**src/rtl/debounce_pkg.sv**
```systemverilog
// Shared types and helpers for the multi-channel input debouncer.
package debounce_pkg;

  typedef enum logic [1:0] {
    ST_LOW     = 2'd0,
    ST_WAIT_HI = 2'd1,
    ST_HIGH    = 2'd2,
    ST_WAIT_LO = 2'd3
  } db_state_t;

  // Counter must hold DEBOUNCE_CYCLES-1; never narrower than one bit.
  function automatic int cnt_width(int cycles);
    int w;
    w = $clog2(cycles);
    return (w < 1) ? 1 : w;
  endfunction

endpackage

```
**src/rtl/synchronizer.sv**
```systemverilog
// N-stage flip-flop synchronizer for one asynchronous input bit.
module synchronizer #(
  parameter int SYNC_STAGES = 2
) (
  input  logic clk_i,
  input  logic reset_n_i,
  input  logic d_i,
  output logic q_o
);

  logic [SYNC_STAGES-1:0] sr_q;

  always_ff @(posedge clk_i or negedge reset_n_i) begin
    if (!reset_n_i) begin
      sr_q <= '0;
    end else begin
      sr_q <= {sr_q[SYNC_STAGES-2:0], d_i};
    end
  end

  assign q_o = sr_q[SYNC_STAGES-1];

endmodule

```
**src/rtl/debounce_ctrl.sv**
```systemverilog
// Per-channel synchronizer plus debounce FSM producing clean levels and edge strobes.
module debounce_ctrl
  import debounce_pkg::*;
#(
  parameter int CHANNELS        = 4,
  parameter int SYNC_STAGES     = 2,
  parameter int DEBOUNCE_CYCLES = 16
) (
  input  logic                clk,
  input  logic                reset,
  input  logic                en,
  input  logic [CHANNELS-1:0] raw_in,
  output logic [CHANNELS-1:0] level,
  output logic [CHANNELS-1:0] rise,
  output logic [CHANNELS-1:0] fall,
  output logic                any_evt
);

  localparam int            CW       = cnt_width(DEBOUNCE_CYCLES);
  localparam logic [CW-1:0] CNT_LAST = CW'(DEBOUNCE_CYCLES - 1);
  localparam logic [CW-1:0] CNT_ONE  = CW'(1);

  logic                reset_n;
  logic [CHANNELS-1:0] sync_s;

  assign reset_n = ~reset;

  for (genvar c = 0; c < CHANNELS; c++) begin : g_ch
    db_state_t     state_q, state_d;
    logic [CW-1:0] cnt_q, cnt_d;
    logic          level_q, level_d;
    logic          rise_q, rise_d;
    logic          fall_q, fall_d;

    synchronizer #(
      .SYNC_STAGES(SYNC_STAGES)
    ) u_sync (
      .clk_i    (clk),
      .reset_n_i(reset_n),
      .d_i      (raw_in[c]),
      .q_o      (sync_s[c])
    );

    // Strobes default low so they last exactly one cycle.
    always_comb begin
      state_d = state_q;
      cnt_d   = cnt_q;
      level_d = level_q;
      rise_d  = 1'b0;
      fall_d  = 1'b0;
      unique case (state_q)
        ST_LOW: begin
          if (sync_s[c] && en) begin
            state_d = ST_WAIT_HI;
            cnt_d   = CNT_ONE;
          end
        end
        ST_WAIT_HI: begin
          if (!sync_s[c] || !en) begin
            state_d = ST_LOW;
            cnt_d   = '0;
          end else if (cnt_q == CNT_LAST) begin
            state_d = ST_HIGH;
            level_d = 1'b1;
            rise_d  = 1'b1;
            cnt_d   = '0;
          end else begin
            cnt_d = cnt_q + CNT_ONE;
          end
        end
        ST_HIGH: begin
          if (!sync_s[c] && en) begin
            state_d = ST_WAIT_LO;
            cnt_d   = CNT_ONE;
          end
        end
        ST_WAIT_LO: begin
          if (sync_s[c] || !en) begin
            state_d = ST_HIGH;
            cnt_d   = '0;
          end else if (cnt_q == CNT_LAST) begin
            state_d = ST_LOW;
            level_d = 1'b0;
            fall_d  = 1'b1;
            cnt_d   = '0;
          end else begin
            cnt_d = cnt_q + CNT_ONE;
          end
        end
        default: begin
          state_d = ST_LOW;
          cnt_d   = '0;
          level_d = 1'b0;
        end
      endcase
    end

    always_ff @(posedge clk or posedge reset) begin
      if (reset) begin
        state_q <= ST_LOW;
        cnt_q   <= '0;
        level_q <= 1'b0;
        rise_q  <= 1'b0;
        fall_q  <= 1'b0;
      end else begin
        state_q <= state_d;
        cnt_q   <= cnt_d;
        level_q <= level_d;
        rise_q  <= rise_d;
        fall_q  <= fall_d;
      end
    end

    assign level[c] = level_q;
    assign rise[c]  = rise_q;
    assign fall[c]  = fall_q;
  end

  assign any_evt = |(rise | fall);

endmodule

```
**config.mk**
```make
export PLATFORM = sky130hd
export DESIGN_NAME = debounce_ctrl
export DESIGN_NICKNAME = d
export VERILOG_FILES = /design/src/rtl/debounce_pkg.sv /design/src/rtl/synchronizer.sv /design/src/rtl/debounce_ctrl.sv
export SDC_FILE = /design/constraint.sdc
export NUM_CORES = 1
export LEC_CHECK = 0
export BUFFER_PORTS_ARGS = -buffer_cell sky130_fd_sc_hd__buf_2
export CORE_UTILIZATION = 61
export DETAILED_ROUTE_END_ITERATION = 6
export GPL_TIMING_DRIVEN = 1
export PLACE_DENSITY = 0.85
export SLEW_MARGIN = 10
export SYNTH_ARGS = -nofsm -noshare
export SYNTH_HDL_FRONTEND = slang
export SYNTH_SLANG_ARGS = --single-unit
```
**constraint.sdc**
```tcl
create_clock -name clk -period 3.4 [get_ports clk]
set_input_delay 0.34 -clock clk [delete_from_list [all_inputs] [get_ports clk]]
set_output_delay 0.34 -clock clk [all_outputs]
set_load 0.05 [all_outputs]
```
==> run_results.csv <==
group,metric,value,unit
setup_path,critPathKind,"reg2out",
setup_path,critPathSlowestCell,"dfrtp_1",
power_and_ir_drop,internal_power,0.7799,mW
final_layout,nNetsFinal,209,
placed_design,portBuffers,19,
setup_path,path_cells,"nor4_1 -> nand2_1 -> buf_2",
floorplanning,die_x,58.04,um
synthesis,synth_cell_type_count,34,
synthesis,ys_seq_area_frac,0.5748,
floorplanning,ios,20,
synthesis,synth_nets,195,
clock_network,cts_num_sinks,44,
floorplanning,die_area,0.003369,mm^2
clock_network,ctsHoldBuffers,0,
grt,overflow,0,
synthesis,synthFlopType,"dfrtp_1",
power_and_ir_drop,finalPower,1.061,mW
final_layout,diodes,0,
timing,max_slew.worst_pin.slew,0.9271,ns
clock_network,clkTransAtPathRegs,0.12,ns
routing,num_vias,1338,
timing,rsz0062_at_grt,"false",
routing,firstDrtPassIters,4,
placed_design,gp_congestion,0.7962,
clock_network,root_buffer,"clkbuf_4",
grt,grt_first_pass_wirelength,5630,um
routing,drtIter0Drc,81,
setup_path,crit_required,3.06,ns
setup_path,arrival,1.38,ns
final_layout,syn2layout_area_growth,7.315,%
setup_path,start_kind,"flip-flop",
clock_network,clk_latency,0.34,ns
clock_network,cts_buffer_depth,2,
power_and_ir_drop,ir_drop,0.2980,mV
status,status,"completed",
power_and_ir_drop,power_frac_seq,0.582,
clock_network,post-cts-setup-buffers,0,
clock_network,htree_levels,2,
timing,period_share,0.5060,
synthesis,synth_area,0.001916,mm^2
synthesis,syn_avg_cell_area,10.41,um^2
power_and_ir_drop,clockPowerShare,0.293,
routing,drc,0,
worst_hold_path,hp-class,"in2reg",
synthesis,synth_edf_count,0,
setup_path,cp-end-kind,"output pin",
setup_path,cpPeakStageDelay,0.41,ns
timing,fin_tns_setup,0,ns
setup_path,path_max_fanout,2,
routing,drt-total-wl,3216,um
floorplanning,core.rowCount,19,
grt,grt_use_total,0.2233,
final_layout,drive_gt1_frac,0.1759,
timing,fin_skew,0.009058,ns
synthesis,ys_ff_latch,44,
synthesis,synth_cells,184,
job,cap_violations,0,
synthesis,synthArstFlopShare,1.000,
floorplanning,initial_utilization,0.6659,
final_layout,design_area,0.002056,mm^2
grt,antenna_found_initial,0,
power_and_ir_drop,p_per_area,515.9,mW/mm^2
floorplanning,core_region_area,0.002877,mm^2
routing,viasPerCell,5.552,
timing,final_hold_viol_count,0,
timing,maxSlewViolCount,0,
clock_network,cts_buffers,5,
timing,setup_viol,0,
timing,fin_crit,1.720,ns
timing,fmax,581.2,MHz
power_and_ir_drop,p_leak,1.008,nW
placed_design,place_area,0.001979,mm^2
grt,grt_max_degree,27,
floorplanning,fp.dieH,58.04,um
power_and_ir_drop,combPwrFrac,0.125,
routing,post_drt_wl_per_cell,13.34,um
placed_design,detailedPlacementHpwl,2401,um
clock_network,tritoncts,"built",
timing,slew-limit-headroom,0.3812,
power_and_ir_drop,p_sw_frac,0.2647,
grt,grt_pass1_vias,1331,
clock_network,cts_resized,0,
synthesis,yosys_warnings,0,
routing,postRouteAntennaNets,0,
power_and_ir_drop,p_switching,0.2807,mW
==> power by group through the flow <==
stage / clock [mW] / sequential (mW) / combinational (mW)
after floorplan: 0 / 0.612 / 0.106
after global placement: 0 / 0.620 / 0.124
after detailed placement: 0 / 0.625 / 0.135
after CTS: 0.320 / 0.616 / 0.135
after global routing: 0.336 / 0.625 / 0.155
final: 0.311 / 0.617 / 0.133
==> through the flow <==
step / hold slack (ns) / util / worst slack [ns] / cells
after floorplan: 0.3312 / - / 2.029 / 184
after CTS: 0.08444 / 0.7147 / 1.666 / 241
final: 0.09656 / 0.7147 / 1.680 / 241
after global placement: 0.3330 / 0.6881 / 2.042 / 233
after detailed placement: 0.3347 / 0.6881 / 1.965 / 233
after global routing: 0.07636 / 0.7147 / 1.561 / 241
==> flip-flops by register name, indices dropped and copies added, names as in the netlist <==
name	count
g_ch.fall_q	4
g_ch.level_q	4
g_ch.state_q	8
g_ch.rise_q	4
g_ch.u_sync.sr_q	8
g_ch.cnt_q	16
==> path summary, 6_finish.rpt <==
kind                                   startpoint                     end  slack [ns]  cells past startpoint
max                                g_ch[0].rise_q                 any_evt        1.68                      3
min reg2reg                g_ch[1].u_sync.sr_q[0]  g_ch[1].u_sync.sr_q[1]        0.36                      0
min                                     raw_in[2]  g_ch[2].u_sync.sr_q[0]         0.1                      1
min in group asynchronous                   reset          g_ch[2].fall_q        0.19                      2
max in group asynchronous                   reset      g_ch[3].state_q[0]        2.52                      3
max reg2reg                      g_ch[0].cnt_q[0]         g_ch[0].level_q        1.94                      5
==> critical path, delay by kind of cell (launching register included) <==
kind | cells | cell delay, ns
simple gates | 2 | 0.41
flops | 1 | 0.41
buf+inv | 1 | 0.22
==> routing by layer <==
| layer | up-vias | wire, um | track usage |
|---|---|---|---|
| met5 | - | 0 | 0 |
| met4 | 0 | 42 | 0.09524 |
| met3 | 6 | 99 | 0.04018 |
| met2 | 31 | 1695 | 0.3727 |
| met1 | 641 | 1378 | 0.2885 |
| li1 | 660 | - | - |
==> layout make-up <==
class	count	area (um^2)
clock inverter	2	35.03
clock buffer	6	41.29
tap	42	52.55
fill	222	820.8
multi-input combinational	119	689.4
timing repair buffer	21	110.1
inverter	7	26.28
sequential	44	1101
==> logic make-up (layout without fill, tap and decap cells) <==
group | Yosys count | count (layout) | synth area share
AND/OR/NAND/NOR | 61 | 61 | 0.1555
AO/OA/AOI/OAI | 44 | 44 | 0.1313
flip-flops | 44 | 44 | 0.5748
buffers and inverters | 21 | 36 | 0.06531
XOR/XNOR | 8 | 8 | 0.03658
adder cells (fa/ha/maj) | 4 | 4 | 0.02613
multiplexers | 2 | 2 | 0.01045
==> cells in the mapped netlist (2+ instances only) <==
| cell | n | area, um^2 |
|---|---|---|
| dfrtp_1 | 44 | 1101 |
| nand2_1 | 26 | 97.59 |
| a21oi_1 | 20 | 100.1 |
| buf_4 | 12 | 90.09 |
| nor2_1 | 10 | 37.54 |
| o21ai_0 | 9 | 45.04 |
| nand3_1 | 8 | 40.04 |
| xor2_1 | 8 | 70.07 |
| inv_1 | 6 | 22.52 |
| ha_1 | 4 | 50.05 |
| o22ai_1 | 3 | 18.77 |
| a22o_1 | 2 | 17.52 |
| a31o_2 | 2 | 17.52 |
| a31oi_1 | 2 | 12.51 |
| and2b_2 | 2 | 17.52 |
| and3_1 | 2 | 12.51 |
| mux2i_1 | 2 | 20.02 |
| nand2b_1 | 2 | 12.51 |
| nor4_1 | 2 | 12.51 |
| nor4b_1 | 2 | 17.52 |
| o21ai_1 | 2 | 10.01 |
| o31ai_1 | 2 | 15.01 |
==> cell usage in the layout (no fill, tap or decap), types with 3 or more instances in the layout <==
master	instances
nand2_1	26
a21oi_1	20
o22ai_1	3
o21ai_0	9
clkbuf_4	5
buf_2	19
ha_1	4
dfrtp_1	44
inv_1	6
nor2_1	10
xor2_1	8
nand3_1	8
Note: power is estimated with default switching activity, not from simulation.
